--- src/rtl/imem_pkg.sv ---
// -----------------------------------------------------------------------------
// imem_pkg
//   Definitions shared by the instruction memory, the PC logic and the
//   program loader.
//   - loader_state_t : program loader FSM states
//   - IMEM_DEPTH     : instruction words per program image (memory rows)
//   - INSTR_W        : instruction word width in bits
//   - WORD_BYTES     : bytes per instruction word (byte-address step)
// -----------------------------------------------------------------------------
package imem_pkg;

  typedef enum logic [1:0] {
    IDLE  = 2'd0,
    LOAD  = 2'd1,
    DRAIN = 2'd2,
    DONE  = 2'd3
  } loader_state_t;

  localparam int IMEM_DEPTH = 8;
  localparam int INSTR_W    = 32;
  localparam int WORD_BYTES = 4;

endpackage : imem_pkg

--- src/rtl/imem_program_loader.sv ---
// -----------------------------------------------------------------------------
// imem_program_loader
//   Writer side of the instruction memory load port. On a start pulse it pops
//   DEPTH words from the upstream synchronous FIFO and writes them to
//   consecutive word addresses starting at BASE_ADDR. The processor is held
//   (cpu_run=0) until the whole image has been written.
//
// Ports
//   clk          : clock, all state on the rising edge
//   rst_n        : asynchronous active-low reset
//   start        : one-cycle pulse, begin loading a new image (IDLE/DONE only)
//   fifo_empty   : upstream FIFO has no word available
//   fifo_rd_en   : pop request; FIFO data valid on fifo_data the next cycle
//   fifo_data    : FIFO registered read data
//   mem_we       : instruction memory write enable
//   mem_dir      : instruction memory byte write address
//   mem_data_in  : instruction word to write
//   busy         : loader in LOAD or DRAIN
//   done         : image fully written
//   cpu_run      : processor release, high only while done
//   words_loaded : words written in the current load
// -----------------------------------------------------------------------------
module imem_program_loader
  import imem_pkg::*;
#(
  parameter int                DEPTH     = IMEM_DEPTH,
  parameter int                DATA_W    = INSTR_W,
  parameter int                ADDR_W    = 32,
  parameter logic [ADDR_W-1:0] BASE_ADDR = '0
) (
  input  logic                       clk,
  input  logic                       rst_n,
  input  logic                       start,
  input  logic                       fifo_empty,
  output logic                       fifo_rd_en,
  input  logic [DATA_W-1:0]          fifo_data,
  output logic                       mem_we,
  output logic [ADDR_W-1:0]          mem_dir,
  output logic [DATA_W-1:0]          mem_data_in,
  output logic                       busy,
  output logic                       done,
  output logic                       cpu_run,
  output logic [$clog2(DEPTH+1)-1:0] words_loaded
);

  localparam int                CNT_W      = $clog2(DEPTH + 1);
  localparam logic [CNT_W-1:0]  DEPTH_C    = CNT_W'(DEPTH);
  localparam logic [CNT_W-1:0]  ONE_C      = CNT_W'(1);
  localparam int                WORD_SHIFT = $clog2(WORD_BYTES);

  loader_state_t    state_q, state_d;
  logic [CNT_W-1:0] issued_q, issued_d;    // pops requested this load
  logic [CNT_W-1:0] written_q, written_d;  // words written this load
  logic             pend_q;                // a popped word is on fifo_data now

  // ---------------------------------------------------------------------------
  // State register
  // ---------------------------------------------------------------------------
  always_ff @(posedge clk or negedge rst_n) begin
    if (!rst_n) begin
      state_q   <= IDLE;
      issued_q  <= '0;
      written_q <= '0;
      pend_q    <= 1'b0;
    end else begin
      state_q   <= state_d;
      issued_q  <= issued_d;
      written_q <= written_d;
      pend_q    <= fifo_rd_en;
    end
  end

  // ---------------------------------------------------------------------------
  // Next-state and pop control
  // ---------------------------------------------------------------------------
  always_comb begin
    state_d    = state_q;
    issued_d   = issued_q;
    written_d  = written_q;
    fifo_rd_en = 1'b0;

    // Every pending word is written this cycle, whatever the state.
    if (pend_q) begin
      written_d = written_q + ONE_C;
    end

    unique case (state_q)
      IDLE: begin
        if (start) begin
          state_d   = LOAD;
          issued_d  = '0;
          written_d = '0;
        end
      end

      LOAD: begin
        // Pop is gated by the issue count so the FIFO is never over-drained.
        fifo_rd_en = !fifo_empty && (issued_q < DEPTH_C);
        if (fifo_rd_en) begin
          issued_d = issued_q + ONE_C;
        end
        if (issued_d == DEPTH_C) begin
          state_d = DRAIN;
        end
      end

      DRAIN: begin
        // Look at the post-write count so done rises right after the last write.
        if (written_d == DEPTH_C) begin
          state_d = DONE;
        end
      end

      DONE: begin
        if (start) begin
          state_d   = LOAD;
          issued_d  = '0;
          written_d = '0;
        end
      end

      default: begin
        state_d = IDLE;
      end
    endcase
  end

  // ---------------------------------------------------------------------------
  // Write port and status
  // ---------------------------------------------------------------------------
  assign mem_we       = pend_q;
  // Gated so the data bus is quiet (zero) whenever no write is in progress.
  assign mem_data_in  = pend_q ? fifo_data : '0;
  // Address follows the write count, so FIFO gaps stall but never skip a row.
  assign mem_dir      = BASE_ADDR + (ADDR_W'(written_q) << WORD_SHIFT);
  assign busy         = (state_q == LOAD) || (state_q == DRAIN);
  assign done         = (state_q == DONE);
  assign cpu_run      = (state_q == DONE);
  assign words_loaded = written_q;

endmodule : imem_program_loader

--- config.mk ---
export PLATFORM = sky130hd
export DESIGN_NAME = imem_program_loader
export DESIGN_NICKNAME = d
export VERILOG_FILES = /design/src/rtl/imem_pkg.sv /design/src/rtl/imem_program_loader.sv
export SDC_FILE = /design/constraint.sdc
export NUM_CORES = 1
export LEC_CHECK = 0
export CAP_MARGIN = 40
export CORE_ASPECT_RATIO = 0.5
export CORE_MARGIN = 5
export CORE_UTILIZATION = 30
export DETAILED_ROUTE_END_ITERATION = 8
export GPL_TIMING_DRIVEN = 0
export HOLD_SLACK_MARGIN = 0.1
export PLACE_DENSITY = 0.88
export SYNTH_ARGS = -nofsm -noshare
export SYNTH_HDL_FRONTEND = slang
export SYNTH_SLANG_ARGS = --single-unit
--- constraint.sdc ---
create_clock -name clk -period 2.05 [get_ports clk]
set_clock_uncertainty 0.05 [all_clocks]
set_input_delay 0.41 -clock clk [delete_from_list [all_inputs] [get_ports clk]]
set_output_delay 0.41 -clock clk [all_outputs]
set_load 0.01 [all_outputs]
# ---- Yosys cells after proc, flatten, opt, wreduce, memory -nomap -nowiden
# Index checks and enable logic that the tools add are counted.
dict set report op_classes {
  eq_ne 8
  n_mux 13
  multipliers 0
  order_cmp 1
  div 0
  n_reduce_logical 8
  bitwise_logic 0
  n_addsub 2
  n_shift 0
}
# cell count
set op_table {}
lappend op_table {{32-bit two-way mux} 1}
lappend op_table {{4-bit two-way mux} 6}
lappend op_table {{4-bit by 1-bit adder with 4-bit output (second input constant)} 2}
lappend op_table {{4-bit == test (second input constant)} 2}
lappend op_table {{4-bit case mux with 2 select lines} 1}
lappend op_table {{2-bit two-way mux} 3}
lappend op_table {{2-bit case mux with 3 select lines} 1}
lappend op_table {{2-bit == test (second input constant)} 2}
lappend op_table {{4-bit less-than comparator (second input constant)} 1}
lappend op_table {{2-bit inequality test (second input constant)} 2}
lappend op_table {{3-bit AND reduction} 1}
lappend op_table {{2-bit by 1-bit == test with 1-bit output (second input constant)} 1}
lappend op_table {{2-bit logical NOT} 1}
lappend op_table {{2-bit by 1-bit inequality test with 1-bit output (second input constant)} 1}
lappend op_table {{2-bit AND reduction} 1}
lappend op_table {{2-bit nonzero test} 1}
lappend op_table {{2-bit OR reduction} 1}
lappend op_table {{1-bit logical AND} 1}
lappend op_table {{1-bit logical NOT} 1}
lappend op_table {{1-bit logical OR} 1}
lappend op_table {{1-bit two-way mux} 1}
dict set report word_totals {
  regBits 11
  latchBits 0
  ramBits 0
  mem_count 0
  in_bits 36
  elab_cells 36
  mem_bits_ro 0
}

# ---- Longest topological paths before layout
dict set report logic_depth {
  word_depth 7
  mapped_depth 6
  depth_no_buf 6
}

# ---- Worst setup path before layout
# No wires, ideal clock.
dict set report synth_timing {
  path_type {reg2reg}
  from {reg written_q[0] (netlist: words_loaded[0])}
  to {reg state_q[1]}
  period_less_slack_ns 1.539
  t_arrival_ns 1.352
  path_buffers 0
  setup_time_ns 0.137
  slack_ns 0.511
  path_stages_with_launch 7
  path_cell_list {dfrtp_1 -> ha_1 -> xnor2_1 -> a41oi_1 -> o21ai_2 -> nand3_2 -> mux2i_1}
}
dict set report synth_between {
  elab_chain_cells 5
}
# element line_no
set synth_rtl {}
lappend synth_rtl {{start, declared} imem_program_loader.sv:53} ;# logic [CNT_W-1:0] written_q, written_d;
lappend synth_rtl {{start signal, assigned} imem_program_loader.sv:68} ;# written_q <= written_d;
lappend synth_rtl {{4-bit by 1-bit adder with 4-bit output} imem_program_loader.sv:84} ;# written_d = written_q + ONE_C;
lappend synth_rtl {{4-bit two-way mux (*)} imem_program_loader.sv:83} ;# if (pend_q) begin
lappend synth_rtl {{4-bit == test (*)} imem_program_loader.sv:109} ;# if (written_d == DEPTH_C) begin
lappend synth_rtl {{2-bit inequality test (no line) (*)} --}
lappend synth_rtl {{3-bit AND reduction (no line) (*)} --}
lappend synth_rtl {{end signal, assigned} imem_program_loader.sv:66} ;# state_q <= state_d;
lappend synth_rtl {{end, declared} imem_program_loader.sv:51} ;# loader_state_t state_q, state_d;
# Mark *: on every way between the ends. The rest lies on a longest branch, timed or not.
# A chain may end at the register's enable or synchronous reset.

# ---- Final worst setup path
dict set report layout_timing {
  from {reg pend_q (netlist: mem_we)}
  to {out mem_data_in[26]}
}
dict set report layout_between {
  elab_chain_cells 1
}
# element line_no
set layout_rtl {}
lappend layout_rtl {{start, declared} imem_program_loader.sv:54} ;# logic pend_q;
lappend layout_rtl {{start signal, assigned} imem_program_loader.sv:69} ;# pend_q <= fifo_rd_en;
lappend layout_rtl {{32-bit two-way mux} imem_program_loader.sv:133} ;# assign mem_data_in = pend_q ? fifo_data : '0;
lappend layout_rtl {{end, declared} imem_program_loader.sv:39} ;# output logic [DATA_W-1:0] mem_data_in,
# Every way passes these cells.

==> results.sh <==
export IMPL_status="finished, final reports clean"
export IMPL_netlist_instances=132
export IMPL_period_minus_slack_ns=1.99
export IMPL_synthMuxAreaShare_pct=3.54
export IMPL_power_density_nw_per_um2=848
export IMPL_path_buf_inv=3
export IMPL_yosys_area_share_simple_pct=26.7
export IMPL_synth_compound_area_share_pct=7.53
export IMPL_yosysSeqAreaShare_pct=24.4
export IMPL_use_met1_pct=13.1
export IMPL_p_clk_share_pct=11.5
export IMPL_dr_pass1_iters=4
export IMPL_crit_chain="buf_6 > buf_4 > and2_1 > clkdlybuf4s50_1"
export IMPL_cts_tree="yes"
export IMPL_n_antenna_cell=0
export IMPL_whs_ns=0.458
export IMPL_seqPwrFrac_pct=20.1
export IMPL_grt_overflow=0
export IMPL_drc=0
export IMPL_grt_use_met3_pct=4.61
export IMPL_rows=15
export IMPL_dp_cells=289
export IMPL_cts_clk_slew_worst_paths_ns=0.05
export IMPL_slowest_delay_ns=0.48
export IMPL_setup_viol_count_final=0
export IMPL_start_util_pct=32.0
export IMPL_syn_area_um2=1130
export IMPL_clock_sinks=11
export IMPL_drive_above_1_share_pct=20.3
export IMPL_cts_made_buffers=3
export IMPL_setup_ws_ns=0.0586
export IMPL_hold_viol=0
export IMPL_worstSetupPathType="flop to output port"
export IMPL_htree_num_levels=1
export IMPL_place_ws_ns=-0.327
export IMPL_via_count=1190
export IMPL_synth_cell_types=29
export IMPL_dp_hpwl_um=3040
export IMPL_io_buffers=79
export IMPL_maxCapViolations=0
export IMPL_endpoint_kind="output port"
export IMPL_ctsHoldBuffers=0
export IMPL_ys_ff_latch=11
export IMPL_stdcell_area_um2=2200
export IMPL_mostFrequentLayoutCells="clkdlybuf4s50_1 (46), buf_4 (40), and2_1 (32), conb_1 (28), dlymetal6s2s_1 (17)"
export IMPL_place_congestion=0.901
export IMPL_grt_pass1_wl_um=5620
export IMPL_first_global_vias=1149
export IMPL_antenna_found_initial=0
export IMPL_switching_share_pct=40.2
export IMPL_die_x_um=96.8
export IMPL_synth_edf_count=0
export IMPL_final_cells=297
export IMPL_drtIter0Drc=43
export IMPL_die_h_um=53.4
export IMPL_rr_startpoint="words_loaded[0]"
export IMPL_ys_warn_count=0
export IMPL_layout_commonest_cell="clkdlybuf4s50_1"
export IMPL_core_area_um2=3530
export IMPL_die_area_um2=5170
export IMPL_nets=289
export IMPL_required_ns=1.59
export IMPL_drt_antenna_violating_nets=0
export IMPL_post_drt_wl_per_cell_um=12.5
export IMPL_syn_area_per_cell_um2=8.56
export IMPL_synthAdderAreaFrac_pct=6.64
export IMPL_min_path_type="input port to asynchronous set/reset pin"
export IMPL_synth_main_ff_cell="dfrtp_1"
export IMPL_fin_setup_tns_ns=0
export IMPL_drv_slew=0
export IMPL_synth_top_family_by_area="simple AND/OR/NAND/NOR gates"
export IMPL_top_usage_layer="met2"
export IMPL_start_kind="flop"
export IMPL_met2_usage_pct=28.8
export IMPL_grt_max_degree=12
export IMPL_clockBufferDepth=2
export IMPL_vias_per_cell=4.01
export IMPL_ir_drop_mv=0.364
export IMPL_routed_wl_um=3700
export IMPL_worstRegToRegCells=6
export IMPL_leakage_uw=0.00138
export IMPL_synth_xor_area_share_pct=4.65
export IMPL_worst_path_max_fanout=8
export IMPL_switching_power_uw=750
export IMPL_cts_root_buf="clkbuf_8"
export IMPL_fmax_ghz=0.502
export IMPL_rr_endpoint="state_q[1]"
export IMPL_rrSetupSlack_ns=0.42
export IMPL_syn_to_final_growth_pct=94.7
export IMPL_crit_arrival_ns=1.53
export IMPL_ioPinCount=109
export IMPL_clk_latency_ns=0.24
export IMPL_placed_area_um2=2090
export IMPL_slowest_stage="clkdlybuf4s50_1"
export IMPL_period_share_pct=97.1
export IMPL_internal_power_uw=1120
export IMPL_grt_total_usage_pct=13.6
export IMPL_comb_power_share_pct=68.3
export IMPL_async_flop_share_pct=100
export IMPL_cp_top_family="buffers and inverters"
==> cells in the mapped netlist (2+ instances only) <==
master    instances  area share (%)
mux2i_1           4             3.5
and2_1           32              18
a31oi_1           2             1.1
buf_4            33              22
nor3b_2           2             2.2
xor2_1            3             2.3
o22ai_1           2             1.1
a21oi_1           6             2.7
xnor2_1           3             2.3
nand2_1           5             1.7
dfrtp_1          11              24
ha_1              6             6.6
inv_1             4             1.3
buf_2             3             1.3
clkbuf_1          2            0.66
==> area by class of cell <==
type                            instances  area [um2]
Buffer                                 39         289
Fill cell                             279        1330
Multi-Input combinational cell        105         668
Clock buffer                            4        45.0
Tap cell                               51        63.8
Inverter                                4        15.0
Timing Repair Buffer                   83         843
Sequential cell                        11         275
==> kinds of logic (layout without fill, tap and decap cells) <==
logic type | count (synthesis) | in the layout
buffers and inverters | 43 | 130
DFF | 11 | 11
muxes | 4 | 4
adders and majority gates | 6 | 6
AOI/OAI and AO/OA | 14 | 14
xor gates and xnor gates | 6 | 6
and+or+nand+nor | 47 | 47
other | 1 | 28
==> power groups by stage <==
| stage | combinational, uW | clock [uW] | sequential [uW] |
|---|---|---|---|
| 6_report | 1270 | 215 | 376 |
| 5_1_grt | 1400 | 233 | 390 |
| 4_1_cts | 1270 | 222 | 372 |
| 3_5_place_dp | 1260 | 0 | 381 |
| 3_3_place_gp | 1240 | 0 | 377 |
| 2_1_floorplan | 710 | 0 | 374 |
==> registers in the layout, indices dropped and copies added (netlist names) <==
name,count
issued_q,4
mem_we,1
state_q,2
words_loaded,4
==> per-layer routing <==
metal / part of all wire (%) / vias to the layer above / routed length [um]
met5: 0 / - / 0
li1: - / 596 / -
met3: 6.2 / 6 / 229
met1: 36 / 545 / 1340
met4: 1.2 / 0 / 46
met2: 56 / 43 / 2090
==> per-stage QoR <==
step	power, uW	utilization, %
floorplan	1080	-
detailed placement	1640	59.1
finish	1860	62.3
global route	2020	62.3
global placement	1610	59.1
CTS	1860	60.6
==> how the worst max path moves through the flow <==
stage	start	end	slack, ns	cells past startpoint
after floorplan	words_loaded[0]	state_q[1]	0.51	6
after CTS	mem_we	mem_data_in[0]	0.0001	4
after global routing	mem_we	mem_data_in[26]	-0.0009	4
after global placement	fifo_empty	fifo_rd_en	-0.31	3
after detailed placement	fifo_empty	fifo_rd_en	-0.33	3
final	mem_we	mem_data_in[26]	0.06	4
==> timing repair <==
action,4_1_cts,5_1_grt
setup endpoints to repair,32,18
resized for setup,20,18
buffers inserted,2,2
(Power assumes the default switching activity.)
